$ cat src/rtl/tpu_pkg.sv
// tpu_pkg: shared state type, default sizes and counter sizing
// for the N x N systolic tile feeder.
package tpu_pkg;

  typedef enum logic [2:0] {
    ST_IDLE,
    ST_FEED,
    ST_SETTLE,
    ST_DRAIN,
    ST_CLEAR
  } feeder_state_t;

  localparam int TPU_N    = 2;
  localparam int TPU_DW   = 8;
  localparam int TPU_ACCW = 12;
  localparam int TPU_OUTW = 8;

  function automatic int cnt_width(input int n, input int settle);
    int m;
    m = 2 * n - 1;
    if (settle > m) m = settle;
    if (n * n > m) m = n * n;
    return (m < 2) ? 1 : $clog2(m);
  endfunction

endpackage

$ cat src/rtl/mmu_feeder_nxn_sat_narrow.sv
// sat_narrow: signed accumulator to host-width narrowing.
// MMU_FEEDER_SAT_EN selects saturation; otherwise plain wrap.
module sat_narrow #(
  parameter int IW = 12,
  parameter int OW = 8
) (
  input  logic signed [IW-1:0] value,
  output logic        [OW-1:0] narrowed
);

`ifdef MMU_FEEDER_SAT_EN
  localparam logic signed [IW-1:0] MAXV =
    {{(IW-OW+1){1'b0}}, {(OW-1){1'b1}}};
  localparam logic signed [IW-1:0] MINV =
    {{(IW-OW+1){1'b1}}, {(OW-1){1'b0}}};

  always_comb begin
    narrowed = value[OW-1:0];
    if (value > MAXV)
      narrowed = {1'b0, {(OW-1){1'b1}}};
    else if (value < MINV)
      narrowed = {1'b1, {(OW-1){1'b0}}};
  end
`else
  logic unused_hi;
  assign unused_hi = ^value[IW-1:OW];
  assign narrowed  = value[OW-1:0];
`endif

endmodule

$ cat src/rtl/mmu_feeder_nxn.sv
// mmu_feeder_nxn: skewed tile feed into an N x N array, then drain.
// Define MMU_FEEDER_SAT_EN for saturating output narrowing.
module mmu_feeder_nxn
  import tpu_pkg::*;
#(
  parameter int N      = TPU_N,
  parameter int DW     = TPU_DW,
  parameter int ACCW   = TPU_ACCW,
  parameter int OUTW   = TPU_OUTW,
  parameter int SETTLE = N
) (
  input  logic              clk,
  input  logic              rst,
  input  logic              start,
  input  logic              transpose,
  input  logic [N*N*DW-1:0] weight_flat,
  input  logic [N*N*DW-1:0] input_flat,
  input  logic [N*N*ACCW-1:0] c_flat,
  output logic [N*DW-1:0]   a_data,
  output logic [N*DW-1:0]   b_data,
  output logic              clear,
  output logic              busy,
  output logic              out_valid,
  input  logic              out_ready,
  output logic [OUTW-1:0]   out_data,
  output logic              out_last
);

  localparam int CW = cnt_width(N, SETTLE);
  localparam logic [CW-1:0] T_LAST = CW'(2 * N - 2);
  localparam logic [CW-1:0] S_LAST = CW'(SETTLE - 1);
  localparam logic [CW-1:0] K_LAST = CW'(N * N - 1);

  feeder_state_t state;
  logic [CW-1:0] t;
  logic [CW-1:0] s;
  logic [CW-1:0] k;
  logic [N*N*DW-1:0] w_q;
  logic [N*N*DW-1:0] x_q;
  logic tr_q;

  logic [N*N*DW-1:0] w_src;
  logic [N*N*DW-1:0] x_src;
  logic tr_src;
  logic [N*DW-1:0] a_nxt;
  logic [N*DW-1:0] b_nxt;
  int step;
  int d;

  logic [CW-1:0] k_nxt;
  logic signed [ACCW-1:0] c_sel;
  logic [OUTW-1:0] c_nar;

  assign busy = (state != ST_IDLE);

  // Step 0 is built from the live inputs so it lands on the
  // same edge that captures the tiles.
  always_comb begin
    w_src  = (state == ST_IDLE) ? weight_flat : w_q;
    x_src  = (state == ST_IDLE) ? input_flat : x_q;
    tr_src = (state == ST_IDLE) ? transpose : tr_q;
    step   = (state == ST_IDLE) ? 0 : int'(t) + 1;
    a_nxt  = '0;
    b_nxt  = '0;
    d      = 0;
    for (int i = 0; i < N; i++) begin
      d = step - i;
      if (d >= 0 && d < N) begin
        a_nxt[i*DW +: DW] = w_src[(i*N+d)*DW +: DW];
        if (tr_src)
          b_nxt[i*DW +: DW] = x_src[(i*N+d)*DW +: DW];
        else
          b_nxt[i*DW +: DW] = x_src[(d*N+i)*DW +: DW];
      end
    end
  end

  always_comb begin
    k_nxt = '0;
    if (state == ST_DRAIN && k != K_LAST)
      k_nxt = k + CW'(1);
    c_sel = c_flat[int'(k_nxt)*ACCW +: ACCW];
  end

  sat_narrow #(
    .IW(ACCW),
    .OW(OUTW)
  ) u_narrow (
    .value   (c_sel),
    .narrowed(c_nar)
  );

  always_ff @(posedge clk) begin
    if (rst) begin
      state     <= ST_IDLE;
      t         <= '0;
      s         <= '0;
      k         <= '0;
      w_q       <= '0;
      x_q       <= '0;
      tr_q      <= 1'b0;
      a_data    <= '0;
      b_data    <= '0;
      clear     <= 1'b0;
      out_valid <= 1'b0;
      out_data  <= '0;
      out_last  <= 1'b0;
    end else begin
      clear <= 1'b0;
      unique case (state)
        ST_IDLE: begin
          if (start) begin
            w_q    <= weight_flat;
            x_q    <= input_flat;
            tr_q   <= transpose;
            t      <= '0;
            a_data <= a_nxt;
            b_data <= b_nxt;
            state  <= ST_FEED;
          end
        end
        ST_FEED: begin
          a_data <= a_nxt;
          b_data <= b_nxt;
          if (t == T_LAST) begin
            s     <= '0;
            state <= ST_SETTLE;
          end else begin
            t <= t + CW'(1);
          end
        end
        ST_SETTLE: begin
          if (s == S_LAST) begin
            k         <= '0;
            out_data  <= c_nar;
            out_valid <= 1'b1;
            out_last  <= (k_nxt == K_LAST);
            state     <= ST_DRAIN;
          end else begin
            s <= s + CW'(1);
          end
        end
        ST_DRAIN: begin
          if (out_ready) begin
            if (k == K_LAST) begin
              out_valid <= 1'b0;
              out_last  <= 1'b0;
              clear     <= 1'b1;
              state     <= ST_CLEAR;
            end else begin
              k        <= k_nxt;
              out_data <= c_nar;
              out_last <= (k_nxt == K_LAST);
            end
          end
        end
        ST_CLEAR: state <= ST_IDLE;
        default:  state <= ST_IDLE;
      endcase
    end
  end

endmodule

$ cat config.mk
export PLATFORM = sky130hd
export DESIGN_NAME = mmu_feeder_nxn
export DESIGN_NICKNAME = d
export VERILOG_FILES = /design/src/rtl/tpu_pkg.sv /design/src/rtl/mmu_feeder_nxn_sat_narrow.sv /design/src/rtl/mmu_feeder_nxn.sv
export SDC_FILE = /design/constraint.sdc
export NUM_CORES = 1
export LEC_CHECK = 0
export BUFFER_PORTS_ARGS = -buffer_cell sky130_fd_sc_hd__buf_2
export CORE_MARGIN = 2
export CORE_UTILIZATION = 48
export CTS_CLUSTER_DIAMETER = 60
export DETAILED_ROUTE_END_ITERATION = 8
export GPL_TIMING_DRIVEN = 0
export PLACE_DENSITY = 0.75
export SLEW_MARGIN = 20
export SYNTH_ARGS = -nofsm -noshare
export SYNTH_HDL_FRONTEND = slang
export SYNTH_SLANG_ARGS = --single-unit
$ cat constraint.sdc
create_clock -name clk -period 3.3 [get_ports clk]
set_clock_uncertainty 0.2 [all_clocks]
set_input_delay 0.33 -clock clk [delete_from_list [all_inputs] [get_ports clk]]
set_output_delay 0.33 -clock clk [all_outputs]
set_load 0.02 [all_outputs]
==> impl_metrics.env <==
export IMPL_cts_clk_slew_worst_paths_ns=0.06
export IMPL_synth_cell_types=51
export IMPL_ant_nets=0
export IMPL_synth_edff_count=0
export IMPL_syn_avg_cell_area_um2=8.01
export IMPL_grt_pass1_vias=6120
export IMPL_place_area_mm2=0.00699
export IMPL_routed_wirelength_um=20300
export IMPL_cellPowerDensity_mw_per_mm2=526
export IMPL_setup_viol=0
export IMPL_layout_cells_non_filler=1176
export IMPL_crit_path_cell_trace="nor3_4, buf_6, buf_6, nor2_4, inv_1, ha_4, buf_8, inv_1, ha_1, or3_4, a2111oi_4, buf_4, a22oi_1, nor2_1"
export IMPL_ys_flop_type="dfxtp_1"
export IMPL_slowest_stage="or3_4"
export IMPL_initial_core_util=0.485
export IMPL_post_route_cell_area_mm2=0.00843
export IMPL_leakagePower_uw=0.00355
export IMPL_nets=1114
export IMPL_maxSlewHeadroom=0.475
export IMPL_cts_sinks=117
export IMPL_drtPass1Iterations=5
export IMPL_p_int_uw=3250
export IMPL_holdWs_ns=0.0650
export IMPL_drcViolationCount=0
export IMPL_switching_share=0.267
export IMPL_combPwrFrac=0.181
export IMPL_start_kind="register"
export IMPL_status="complete, no violations"
export IMPL_grt_max_degree=17
export IMPL_syn_nets=879
export IMPL_cts_tree="yes"
export IMPL_grt_overflow_total=0
export IMPL_ys_seq_area_frac=0.387
export IMPL_final_core_util=0.677
export IMPL_fp_coreArea_mm2=0.0125
export IMPL_cts_inserted_buffers=17
export IMPL_die_y_um=116
export IMPL_crit_fanout=10
export IMPL_drive_gt1_frac=0.249
export IMPL_max_cap_viol_count=0
export IMPL_path_class="reg2reg"
export IMPL_dp_cells=1071
export IMPL_dpl_hpwl_um=13200
export IMPL_ys_warn_count=0
export IMPL_htreeDepth=4
export IMPL_max_freq_mhz=316
export IMPL_root_buffer="clkbuf_16"
export IMPL_clock_latency_ns=0.43
export IMPL_grt_pass1_wl_um=31100
export IMPL_dieArea_mm2=0.0135
export IMPL_wl_per_cell_um=17.3
export IMPL_synth_async_reset_ratio=0
export IMPL_die_w_um=116
export IMPL_antenna_found_initial=0
export IMPL_switchingPower_uw=1190
export IMPL_num_rows=41
export IMPL_ys_ff_latch=117
export IMPL_crit_arrival_ns=3.32
export IMPL_min_period_ns=3.16
export IMPL_synth_cells=755
export IMPL_syn_area_mm2=0.00605
export IMPL_pin_count=161
export IMPL_io_buffers=144
export IMPL_ir_worst_vdd_mv=0.379
export IMPL_cpLargestDelayFamily="simple AND/OR/NAND/NOR gates"
export IMPL_drv_slew=0
export IMPL_vias_per_cell=5.60
export IMPL_area_delta_synth_final_pct=39.4
export IMPL_p_clk_frac=0.473
export IMPL_globalplace_congestion=0.961
export IMPL_hold_viol=0
export IMPL_seqPwrFrac=0.346
export IMPL_routed_via_count=6585
export IMPL_worst_path_buf_inv=6
export IMPL_slowest_delay_ns=0.41
export IMPL_drtIter0Drc=725
export IMPL_cts_buffer_depth=2
export IMPL_min_period_over_period=0.958
export IMPL_fin_tns_setup_ns=0
export IMPL_worst_slew_pin_slew_ns=0.783
export IMPL_grt_usage=0.302
export IMPL_cp_data_required_time_ns=3.46
export IMPL_endpoint_kind="register"
export IMPL_hp_class="in2reg"
area by class of cell:
cell class              count  area [um^2]
plain buffers              54          278
well taps                 172          215
multi-input cells         566         3420
inverters                  17         63.8
fillers                  1024         4030
diodes                      1         2.50
clock buffers              21          480
flip-flops and latches    117         2340
clock inverters            11          195
repair buffers            217         1430
cells in the mapped netlist (all sizes together) (2+ instances only):
cell type | number | area (um^2)
nor3 | 8 | 50.1
o31ai | 2 | 20.0
nand3 | 8 | 40.0
dfxtp | 117 | 2340
o22ai | 8 | 50.1
mux2 | 16 | 180
nor4 | 8 | 50.1
inv | 16 | 60.1
and2 | 2 | 12.5
o2111ai | 8 | 70.1
nor2 | 28 | 105
a311o | 8 | 80.1
o21ai | 31 | 178
a21oi | 101 | 505
a2111oi | 2 | 36.3
a211oi | 9 | 67.6
nor2b | 5 | 31.3
nand2b | 5 | 31.3
clkbuf | 32 | 120
mux4 | 8 | 180
nand2 | 216 | 811
mux2i | 45 | 450
ha | 7 | 87.6
a32oi | 8 | 70.1
buf | 23 | 146
a22oi | 19 | 143
layout by cell type (no fill, tap or decap), types with 6 or more instances in the layout:
cell type and count:
nand3_1 8, o22ai_1 8, a211oi_1 9, nor3_1 6
buf_2 158, a311o_1 8, dfxtp_1 116, inv_1 15
o2111ai_1 8, o21ai_0 19, nor4_1 8, mux2_2 16
mux2i_1 45, mux4_2 8, buf_4 10, a22oi_1 19
clkbuf_16 17, nor2_1 27, clkbuf_1 30, a21oi_1 101
dlygate4sd3_1 65, a32oi_1 8, nand2_1 216, o21ai_1 8
timing repair:
| action | in CTS | in global routing |
|---|---|---|
| endpoints found under the setup margin | 16 | 16 |
| endpoints found under the hold margin | 65 | 0 |
| setup buffers | 3 | 5 |
| gates resized for setup | 8 | 5 |
| pin swaps | 2 | 1 |
| hold buffers | 65 | 0 |
power by group through the flow:
stage	sequential, uW	clock [uW]	combinational [uW]
2_1_floorplan	1570	0	428
3_3_place_gp	1560	0	677
3_5_place_dp	1560	0	684
4_1_cts	1530	2110	760
5_1_grt	1540	2160	862
6_report	1530	2100	801
kinds of logic (layout without fill, tap and decap cells):
family | after synthesis | count (layout) | synth area share
other | 0 | 1 | 0
adders and majority gates | 7 | 7 | 0.0145
xor gates and xnor gates | 1 | 1 | 0.00145
AOI/OAI and AO/OA | 201 | 201 | 0.209
DFF | 117 | 117 | 0.387
and+or+nand+nor | 288 | 288 | 0.200
muxes | 69 | 69 | 0.134
buffers and inverters | 72 | 320 | 0.0546
final timing paths:
path	slack [ns]	startpoint	endpoint	cells past startpoint
setup / recovery	0.14	state[1]	a_data[9]	14
hold / removal	0.07	out_ready	clear	3
setup reg to reg	0.14	state[1]	a_data[9]	14
hold reg to reg	0.24	b_data[1]	b_data[1]	2
registers in the layout (all words and copies together) (netlist names):
signal and count:
out_last 1, k 2, state 3, out_data 8, out_valid 1, b_data 16
w_q 32, x_q 32, tr_q 1, t 2, s 2, clear 1
a_data 16
stage by stage:
| stage | setup WS, ns | power (uW) |
|---|---|---|
| 6_report | 0.139 | 4430 |
| 5_1_grt | -0.0129 | 4570 |
| 4_1_cts | 0.0289 | 4400 |
| 3_5_place_dp | -0.547 | 2240 |
| 3_3_place_gp | -0.554 | 2240 |
| 2_1_floorplan | 0.00162 | 2000 |
worst reg2reg max path: cells and delay by family, from the launching register on:
kind                     cells  cell delay [ns]
adder cells (fa/ha/maj)      2             0.37
AND/OR/NAND/NOR              4             0.91
AO/OA/AOI/OAI                2             0.42
flip-flops                   1             0.37
buffers and inverters        6             0.85
layer usage:
layer	share of wire	wire length (um)	global-route usage
met4	0.032	648	0.140
met1	0.41	8260	0.389
met2	0.46	9350	0.474
met3	0.10	2040	0.0784
met5	0	0	0
Note: power is estimated with default switching activity, not from simulation.
